--- src/rtl/ber_pkg.sv ---
// Shared definitions for the 16-QAM PRBS-22 BER checker: LFSR geometry, FSM states,
// feedback and bit-error helpers.
package ber_pkg;

  localparam int LFSR_W = 22;
  localparam int TAP_A  = 21;
  localparam int TAP_B  = 18;
  localparam int TAP_C  = 17;
  localparam int TAP_D  = 16;
  localparam int SYM_W  = 2;

  typedef enum logic {
    ACQUIRE = 1'b0,
    TRACK   = 1'b1
  } state_e;

  // x^22 + x^19 + x^18 + x^17 + 1, newest bit shifts in at bit 0
  function automatic logic prbs22_fb(input logic [LFSR_W-1:0] q);
    return q[TAP_A] ^ q[TAP_B] ^ q[TAP_C] ^ q[TAP_D];
  endfunction

  function automatic logic [2:0] popcount4(input logic [3:0] d);
    return {2'b00, d[0]} + {2'b00, d[1]} + {2'b00, d[2]} + {2'b00, d[3]};
  endfunction

endpackage

--- src/rtl/ber_lock_monitor.sv ---
// Counts symbols and errored symbols in fixed windows and flags loss of lock
// combinationally on the strobe that closes a window with too many errored symbols.
module ber_lock_monitor
  import ber_pkg::*;
#(
  parameter int LOCK_WIN    = 64,
  parameter int LOCK_THRESH = 16
) (
  input  logic clk,
  input  logic reset,
  input  logic clr,
  input  logic sym_stb,
  input  logic sym_err,
  output logic lose_lock
);

  localparam int CW = $clog2(LOCK_WIN + 1);

  logic [CW-1:0] lock_sym_q, lock_sym_d;
  logic [CW-1:0] lock_err_q, lock_err_d;
  logic [CW-1:0] err_inc;

  // Window counters; the verdict includes the symbol arriving on the closing strobe
  always_comb begin
    lock_sym_d = lock_sym_q;
    lock_err_d = lock_err_q;
    lose_lock  = 1'b0;
    err_inc    = lock_err_q + CW'(sym_err);
    if (clr) begin
      lock_sym_d = '0;
      lock_err_d = '0;
    end else if (sym_stb) begin
      if (lock_sym_q == CW'(LOCK_WIN - 1)) begin
        lose_lock  = (err_inc > CW'(LOCK_THRESH));
        lock_sym_d = '0;
        lock_err_d = '0;
      end else begin
        lock_sym_d = lock_sym_q + CW'(1);
        lock_err_d = err_inc;
      end
    end else begin
      lock_sym_d = lock_sym_q;
    end
  end

  // Counter registers
  always_ff @(posedge clk) begin
    if (reset) begin
      lock_sym_q <= '0;
      lock_err_q <= '0;
    end else begin
      lock_sym_q <= lock_sym_d;
      lock_err_q <= lock_err_d;
    end
  end

endmodule

--- src/rtl/ber_checker_qam16.sv ---
// Self-synchronising PRBS-22 BER checker for sliced 16-QAM symbols: acquires the local
// LFSR from received I[0] bits, then counts bit errors over back-to-back windows.
module ber_checker_qam16
  import ber_pkg::*;
#(
  parameter int BER_SYMS    = 4194303,
  parameter int LOCK_WIN    = 64,
  parameter int LOCK_THRESH = 16,
  parameter int CNT_W       = 24
) (
  input  logic             clk,
  input  logic             reset,
  input  logic             sam_clk_ena,
  input  logic [1:0]       I_sym_rx,
  input  logic [1:0]       Q_sym_rx,
  output logic             locked,
  output logic [CNT_W-1:0] err_total,
  output logic [CNT_W-1:0] sym_total,
  output logic             ber_done,
  output logic             lock_lost
);

  state_e              state_q, state_d;
  logic [LFSR_W-1:0]   q_loc_q, q_loc_d;
  logic [4:0]          acq_cnt_q, acq_cnt_d;
  logic [CNT_W-1:0]    err_cnt_q, err_cnt_d;
  logic [CNT_W-1:0]    sym_cnt_q, sym_cnt_d;
  logic                locked_q, locked_d;
  logic [CNT_W-1:0]    err_total_q, err_total_d;
  logic [CNT_W-1:0]    sym_total_q, sym_total_d;
  logic                ber_done_q, ber_done_d;
  logic                lock_lost_q, lock_lost_d;

  logic                fb;
  logic [3:0]          diff;
  logic [2:0]          bit_errs;
  logic [CNT_W:0]      err_sum;
  logic [CNT_W-1:0]    err_next;
  logic [LFSR_W-1:0]   acq_shift;
  logic                track_stb;
  logic                enter_track;
  logic                lose_lock;

  ber_lock_monitor #(
    .LOCK_WIN    (LOCK_WIN),
    .LOCK_THRESH (LOCK_THRESH)
  ) u_lock_mon (
    .clk       (clk),
    .reset     (reset),
    .clr       (enter_track),
    .sym_stb   (track_stb),
    .sym_err   (|diff),
    .lose_lock (lose_lock)
  );

  // Acquire/track FSM with PRBS prediction and saturating window counters
  always_comb begin
    fb          = prbs22_fb(q_loc_q);
    diff        = {q_loc_q[2:0], fb} ^ {Q_sym_rx, I_sym_rx};
    bit_errs    = popcount4(diff);
    err_sum     = {1'b0, err_cnt_q} + (CNT_W+1)'(bit_errs);
    err_next    = err_sum[CNT_W] ? {CNT_W{1'b1}} : err_sum[CNT_W-1:0];
    acq_shift   = {q_loc_q[LFSR_W-2:0], I_sym_rx[0]};
    track_stb   = sam_clk_ena && (state_q == TRACK);
    enter_track = 1'b0;

    state_d     = state_q;
    q_loc_d     = q_loc_q;
    acq_cnt_d   = acq_cnt_q;
    err_cnt_d   = err_cnt_q;
    sym_cnt_d   = sym_cnt_q;
    locked_d    = locked_q;
    err_total_d = err_total_q;
    sym_total_d = sym_total_q;
    ber_done_d  = 1'b0;
    lock_lost_d = 1'b0;

    case (state_q)
      ACQUIRE: begin
        if (sam_clk_ena) begin
          q_loc_d = acq_shift;
          if (acq_cnt_q == 5'(LFSR_W - 1)) begin
            acq_cnt_d = 5'd0;
            // an all-zero register is the LFSR lockup state, keep acquiring
            if (acq_shift != {LFSR_W{1'b0}}) begin
              state_d     = TRACK;
              locked_d    = 1'b1;
              enter_track = 1'b1;
              err_cnt_d   = '0;
              sym_cnt_d   = '0;
            end else begin
              state_d = ACQUIRE;
            end
          end else begin
            acq_cnt_d = acq_cnt_q + 5'd1;
          end
        end else begin
          state_d = ACQUIRE;
        end
      end
      TRACK: begin
        if (sam_clk_ena) begin
          q_loc_d = {q_loc_q[LFSR_W-2:0], fb};
          if (lose_lock) begin
            state_d     = ACQUIRE;
            locked_d    = 1'b0;
            lock_lost_d = 1'b1;
            acq_cnt_d   = 5'd0;
          end else if (sym_cnt_q == CNT_W'(BER_SYMS - 1)) begin
            err_total_d = err_next;
            sym_total_d = CNT_W'(BER_SYMS);
            ber_done_d  = 1'b1;
            err_cnt_d   = '0;
            sym_cnt_d   = '0;
          end else begin
            err_cnt_d = err_next;
            sym_cnt_d = sym_cnt_q + CNT_W'(1);
          end
        end else begin
          state_d = TRACK;
        end
      end
      default: begin
        state_d  = ACQUIRE;
        locked_d = 1'b0;
      end
    endcase
  end

  // State and output registers
  always_ff @(posedge clk) begin
    if (reset) begin
      state_q     <= ACQUIRE;
      q_loc_q     <= '0;
      acq_cnt_q   <= 5'd0;
      err_cnt_q   <= '0;
      sym_cnt_q   <= '0;
      locked_q    <= 1'b0;
      err_total_q <= '0;
      sym_total_q <= '0;
      ber_done_q  <= 1'b0;
      lock_lost_q <= 1'b0;
    end else begin
      state_q     <= state_d;
      q_loc_q     <= q_loc_d;
      acq_cnt_q   <= acq_cnt_d;
      err_cnt_q   <= err_cnt_d;
      sym_cnt_q   <= sym_cnt_d;
      locked_q    <= locked_d;
      err_total_q <= err_total_d;
      sym_total_q <= sym_total_d;
      ber_done_q  <= ber_done_d;
      lock_lost_q <= lock_lost_d;
    end
  end

  assign locked    = locked_q;
  assign err_total = err_total_q;
  assign sym_total = sym_total_q;
  assign ber_done  = ber_done_q;
  assign lock_lost = lock_lost_q;

endmodule
--- config.mk ---
export PLATFORM = sky130hd
export DESIGN_NAME = ber_checker_qam16
export DESIGN_NICKNAME = d
export VERILOG_FILES = /design/src/rtl/ber_pkg.sv /design/src/rtl/ber_lock_monitor.sv /design/src/rtl/ber_checker_qam16.sv
export SDC_FILE = /design/constraint.sdc
export NUM_CORES = 1
export LEC_CHECK = 0
export CAP_MARGIN = 20
export CORE_UTILIZATION = 54
export CTS_BUF_LIST = sky130_fd_sc_hd__clkbuf_8
export DETAILED_ROUTE_END_ITERATION = 6
export GPL_TIMING_DRIVEN = 0
export PLACE_DENSITY = 0.89
export SKIP_CTS_REPAIR_TIMING = 1
export SYNTH_ARGS = -nofsm -noshare
export SYNTH_HDL_FRONTEND = slang
export SYNTH_HIERARCHICAL = 1
export SYNTH_SLANG_ARGS = --single-unit
--- constraint.sdc ---
create_clock -name clk -period 4.6 [get_ports clk]
set_input_delay 1.38 -clock clk [delete_from_list [all_inputs] [get_ports clk]]
set_output_delay 1.38 -clock clk [all_outputs]
set_load 0.05 [all_outputs]
==> impl_metrics.py, run 1 <==
metrics = {
    "timing": {
        "clock.fmax_ghz": 0.217,
        "slew_headroom_pct": 35.9,
        "hold_viol": 0,
        "setup_slack_ns": -0.00160,
        "clock_skew_ns": 0.0119,
        "holdWs_ns": 0.466,
        "setup_viol": 1,
        "tightest_slew_ns": 0.957,
        "slew_viol_final": 0,
        "period_share_pct": 100,
        "finalCriticalPeriod_ns": 4.60,
    },
    "critical_path": {
        "worstSetupEndpointType": "flop",
        "cp_cell_sequence": "dlymetal6s2s_1 -> xnor2_2 -> nand4_1 -> ha_4 -> ha_4 -> or4_1 -> a21oi_2 -> a311o_1 -> a2111oi_4 -> and3b_2 -> nand3b_1 -> buf_6 -> o2111ai_4 -> buf_6 -> or4_1 -> a21oi_1",
        "cp-start-kind": "primary input",
        "crit_cells": 16,
        "crit_family": "simple AND/OR/NAND/NOR gates",
        "slowest_delay_ns": 0.54,
        "path_buf_inv": 3,
        "cp_max_fo": 5,
        "slowest_stage": "or4_1",
        "cp.required_ns": 5.00,
        "rr_worst_depth": 17,
        "critical_path_class": "primary input to flop",
        "worstPathArrival_ns": 5.00,
    },
    "pwr": {
        "p_per_area_nw_per_um2": 269,
        "p_int_uw": 1560,
        "share_comb_of_total_power_pct": 4.6,
        "vdd_drop_max_uv": 250,
        "swShare_pct": 24.4,
        "p_leak_uw": 0.00263,
        "p_sw_uw": 504,
        "power_frac_seq_pct": 49.7,
        "pwr-share-clk_pct": 45.7,
    },
    "logic_synthesis": {
        "synth_top_area_share_pct": 38.4,
        "async_reset_ff_share_pct": 0,
        "synth_ff_type": "dfxtp_1",
        "syn_area_um2": 6140,
        "yosysSeqAreaShare_pct": 38.4,
        "synth_largest_area_cell": "dfxtp_1",
        "yosys-top-cells-count": "dfxtp_1, nor2_1, a21oi_1, nand2_1, o21ai_0",
        "syn_inst": 716,
        "synth_top_family_by_area": "simple AND/OR/NAND/NOR gates",
        "synth-edff-count": 0,
        "synth-adder-area-share_pct": 2.61,
        "ys_ff_latch": 118,
        "synth_most_common_cell": "dfxtp_1",
        "yosys.area_share.simple_pct": 24.2,
        "yosysWarningCount": 6,
        "muxShareOfSynthArea_pct": 3.75,
        "synth-compound-area-share_pct": 19.4,
        "synth.area.top_cells": "dfxtp_1, nor2_1, a21oi_1",
        "syn_area_per_cell_um2": 8.58,
        "synth-xor-area-share_pct": 3.85,
        "yosysUniqueCellTypes": 73,
    },
    "clock_network": {
        "clock_latency_ns": 0.47,
        "cts_tree": "built",
        "cts_buffers": 17,
        "clk_pin_slew_ns": 0.08,
        "cts.path.max_buffers": 2,
        "cts.sinks": 118,
        "root_buffer": "clkbuf_8",
        "cts_max_level": 4,
    },
    "detailed_routing": {
        "vias_per_cell": 6.29,
        "antenna_left": 0,
        "vias": 6056,
        "wl_um": 17100,
        "drt_first_pass_iters": 5,
        "drt-initial-drc-count": 576,
        "drc": 0,
        "wl_per_cell_um": 17.7,
    },
    "grt": {
        "grt_start_max_net_pins": 24,
        "grt_overflow": 0,
        "grt_usage_pct": 28.1,
        "grt_pass1_wl_um": 25600,
        "grt_pass1_vias": 5491,
        "antenna_found_initial": 0,
    },
    "placed_design": {
        "dp_hpwl_um": 11100,
        "io_buffers": 54,
        "routabilityCongestion": 0.905,
        "place_ws_ns": -1.28,
    },
    "floorplan": {
        "pin_count": 58,
        "die_h_um": 109,
        "initial_core_util_pct": 55.9,
        "die_area_um2": 11800,
        "die_w_um": 109,
        "core_area_um2": 11000,
        "rows": 38,
    },
    "run_status": {
        "status": "finished with violations",
        "violations": "setup timing",
    },
    "layout": {
        "drive_gt1_share_pct": 18.5,
        "final_nets": 828,
        "syn_to_final_growth_pct": 25.1,
        "n_antenna_cell": 0,
    },
    "flow_run": {
        "cap_violations": 0,
    },
    "worst_hold_path": {
        "hp-class": "flop to flop",
        "min_path_cells": 2,
    },
}
cell usage in the layout, fill, tap and decap left out, types with 19 or more instances in the layout:
| cell | instances |
|---|---|
| a21oi_1 | 40 |
| clkbuf_8 | 19 |
| nor2_1 | 77 |
| dfxtp_1 | 118 |
| nand2_1 | 40 |
| mux2i_1 | 23 |
| clkbuf_1 | 19 |
| o21ai_0 | 31 |
| clkdlybuf4s50_1 | 50 |
| nand3_1 | 22 |
| nand4_1 | 22 |
| buf_4 | 47 |
layer usage:
metal	wire length, um	track usage [%]
met4	749	14.0
met5	0	0
met1	6780	33.9
met2	8120	46.2
met3	1410	7.41
power by group through the flow:
stage / Combinational [uW] / Sequential, uW / Clock (uW)
finish: 95.0 / 1030 / 943
global route: 102 / 1030 / 996
CTS: 77.6 / 1030 / 944
detailed placement: 77.4 / 1050 / 0
global placement: 73.5 / 1050 / 0
floorplan: 54.1 / 1050 / 0
cells by family after synthesis:
group,Yosys count
AO/OA/AOI/OAI,180
XOR/XNOR,27
adder cells (fa/ha/maj),11
buffers and inverters,88
flip-flops,118
multiplexers,23
other,1
AND/OR/NAND/NOR,268
registers in the layout, indices dropped and copies added (netlist names):
| register | cells |
|---|---|
| acq_cnt_q | 5 |
| ber_done | 1 |
| err_cnt_q | 24 |
| err_total | 24 |
| lock_lost | 1 |
| locked | 1 |
| q_loc_q | 22 |
| state_q | 1 |
| sym_cnt_q | 24 |
| sym_total | 1 |
| u_lock_mon/lock_err_q | 7 |
| u_lock_mon/lock_sym_q | 7 |
final cells by class:
class / instances / area (um2)
buffer: 70 / 467
clock buffer: 19 / 262
clock inverter: 13 / 131
fill: 802 / 3300
inverter: 18 / 67.6
multi-input combinational: 511 / 3500
sequential: 118 / 2360
tap: 140 / 175
timing repair buffer: 74 / 717
worst reg2reg max path, stage by stage (launching register included):
cell	delay [ns]
dfxtp_1	0.35
xor2_1	0.18
xnor2_1	0.33
xnor2_2	0.20
nand4_1	0.20
ha_4	0.23
ha_4	0.22
or4_1	0.54
a21oi_2	0.16
a311o_1	0.22
a2111oi_4	0.12
and3b_2	0.26
nand3b_1	0.16
buf_6	0.14
o2111ai_4	0.15
buf_6	0.18
or4_1	0.50
a21oi_1	0.17
per-stage QoR:
step	power, uW	area, um2	instances	utilization [%]	TNS (ns)
after global routing	2120	7680	963	70.0	-2.54
final	2070	7680	963	70.0	-0.00160
after global placement	1120	6860	911	62.5	-57.67
after CTS	2050	7260	943	66.1	-40.04
after detailed placement	1130	6860	911	62.5	-77.40
after floorplan	1100	6150	717	-	0
worst paths after layout:
kind | startpoint | to | slack (ns)
max | Q_sym_rx[0] | sym_cnt_q[23] | -0.002
min | err_cnt_q[0] | err_cnt_q[0] | 0.47
max reg2reg | q_loc_q[17] | sym_cnt_q[23] | 0.24
min reg2reg | err_cnt_q[0] | err_cnt_q[0] | 0.47
Note: power is estimated with default switching activity, not from simulation.
==> run 2: changes to the inputs <==
Settings changed: GPL_ROUTABILITY_DRIVEN set to 0.
==> run 2 against run 1 <==
  * The run ends with DRC, setup timing left
  * Global-route usage down 0.13 points
  * Clock-buffer cell count up 1
  * First-iteration DRC count up 2.4%
  * Via count up 2.2%
  * Clock power up 33%
  * Non-clock buffer count down 2
  * Maximum frequency down 2.2%
  * Core utilization up 2.0 points
  * Sequential share of layout area down 0.85 points
  * Clock skew up 0.0081 ns
  * Power up 15%
  * Critical path type unchanged
  * Largest power group is now clock
==> impl_metrics.py, run 2 (synthesized netlist as in run 1, its figures left out) <==
metrics = {
    "timing": {
        "tightest_slew_ns": 1.02,
        "period_share_pct": 102,
        "finalCriticalPeriod_ns": 4.71,
        "slew_viol_final": 0,
        "setup_slack_ns": -0.107,
        "clock_skew_ns": 0.0200,
        "holdWs_ns": 0.473,
        "hold_viol": 0,
        "clock.fmax_ghz": 0.212,
        "slew_headroom_pct": 32.0,
        "rsz0062_at_grt": "yes",
        "setup_viol": 17,
    },
    "pwr": {
        "p_leak_uw": 0.00271,
        "p_sw_uw": 517,
        "vdd_drop_max_uv": 221,
        "share_comb_of_total_power_pct": 4.2,
        "swShare_pct": 21.8,
        "power_frac_seq_pct": 43.3,
        "pwr-share-clk_pct": 52.6,
        "p_int_uw": 1860,
        "p_per_area_nw_per_um2": 300,
    },
    "clock_network": {
        "cts_max_level": 4,
        "root_buffer": "clkbuf_8",
        "cts.path.max_buffers": 2,
        "clk_pin_slew_ns": 0.08,
        "cts_buffers": 17,
        "cts.sinks": 118,
        "cts_tree": "built",
        "clock_latency_ns": 0.44,
    },
    "floorplan": {
        "die_area_um2": 11800,
        "core_area_um2": 11000,
        "die_w_um": 109,
        "die_h_um": 109,
        "initial_core_util_pct": 55.9,
        "rows": 38,
        "pin_count": 58,
    },
    "layout": {
        "syn_to_final_growth_pct": 28.6,
        "layout_commonest_cell": "dfxtp_1",
        "seqCellArea_um2": 2360,
        "fill_cells": 743,
        "final_nets": 826,
        "final_cell_mix": "dfxtp_1, nor2_1, clkdlybuf4s50_1",
        "fin_cells": 961,
        "drive_gt1_share_pct": 19.5,
        "n_antenna_cell": 0,
        "multi_input_area_um2": 3590,
    },
    "grt": {
        "grt_usage_pct": 28.0,
        "antenna_found_initial": 0,
        "grt_start_max_net_pins": 24,
        "grt_overflow": 0,
        "grt_pass1_wl_um": 26000,
        "grt_pass1_vias": 5641,
    },
    "detailed_routing": {
        "vias_per_cell": 6.44,
        "drt-initial-drc-count": 590,
        "wl_per_cell_um": 18.8,
        "vias": 6188,
        "wl_um": 18000,
        "antenna_left": 0,
        "drt_first_pass_iters": 7,
        "drc": 3,
    },
    "critical_path": {
        "critical_path_class": "primary input to flop",
        "cp.required_ns": 4.95,
        "cp_max_fo": 5,
        "worstSetupEndpointType": "flop",
        "ff2ff_setup_slack_ns": 0.05,
        "cp-start-kind": "primary input",
        "worstPathArrival_ns": 5.06,
        "reg2reg_to": "err_cnt_q[11]",
        "rr_worst_depth": 17,
        "r2r_start": "q_loc_q[18]",
    },
    "run_status": {
        "violations": "DRC, setup timing",
        "status": "finished with violations",
    },
    "flow_run": {
        "cap_violations": 0,
    },
    "placed_design": {
        "dp_cells": 911,
        "dp_hpwl_um": 11200,
        "io_buffers": 54,
    },
    "worst_hold_path": {
        "hp-class": "flop to flop",
        "min_path_cells": 2,
        "hold_start": "err_total[18]",
        "holdPathEnd": "err_total[18]",
    },
}
==> run 2: power by group through the flow <==
stage | clock, uW | sequential, uW | combinational (uW)
after floorplan | 0 | 1050 | 54.1
after global placement | 0 | 1050 | 73.3
after detailed placement | 0 | 1050 | 76.5
after CTS | 1240 | 1030 | 77.5
after global routing | 1290 | 1030 | 106
final | 1250 | 1030 | 98.6
==> run 2: how the worst max path moves through the flow <==
stage	startpoint	endpoint	cells past startpoint
floorplan	I_sym_rx[0]	sym_cnt_q[19]	14
global placement	I_sym_rx[0]	sym_cnt_q[4]	15
detailed placement	I_sym_rx[0]	sym_cnt_q[2]	15
CTS	I_sym_rx[0]	sym_cnt_q[22]	15
global route	Q_sym_rx[1]	sym_cnt_q[19]	16
finish	Q_sym_rx[1]	err_cnt_q[11]	16
==> run 2: cell type report <==
type | count | area share, %
timing repair buffer | 72 | 9.13
multi-input combinational | 511 | 45.4
inverter | 18 | 0.855
tap | 140 | 2.22
clock buffer | 20 | 3.48
clock inverter | 12 | 3.12
sequential | 118 | 29.9
buffer | 70 | 5.86
==> run 2: layer usage <==
metal	vias up	wire (um)	track usage, %
li1	2794	-	-
met1	2898	6850	33.4
met4	0	697	12.9
met5	-	0	0
met2	401	8840	48.0
met3	95	1650	5.86
==> run 2: per-stage QoR <==
step	util (%)	instance area [um2]	setup slack (ns)	total power (uW)	TNS, ns
after floorplan	-	6150	0.0786	1100	0
after global placement	62.5	6860	-1.01	1120	-55.69
after detailed placement	62.5	6860	-1.23	1130	-68.87
after CTS	67.2	7390	-0.826	2340	-37.78
after global routing	72.0	7900	-0.205	2420	-4.89
final	72.0	7900	-0.107	2370	-1.07
==> run 2: critical path, stage by stage <==
cell and delay, ns:
buf_8 0.11, xnor2_4 0.19, nand4_1 0.19, ha_4 0.22, ha_4 0.27, a211o_1 0.11
o21ai_1 0.08, a311o_1 0.41, a2111oi_4 0.47, and3b_2 0.27, nand3b_1 0.25, o211ai_1 0.48
buf_4 0.27, clkbuf_16 0.17, nand3b_1 0.10, o31ai_1 0.09
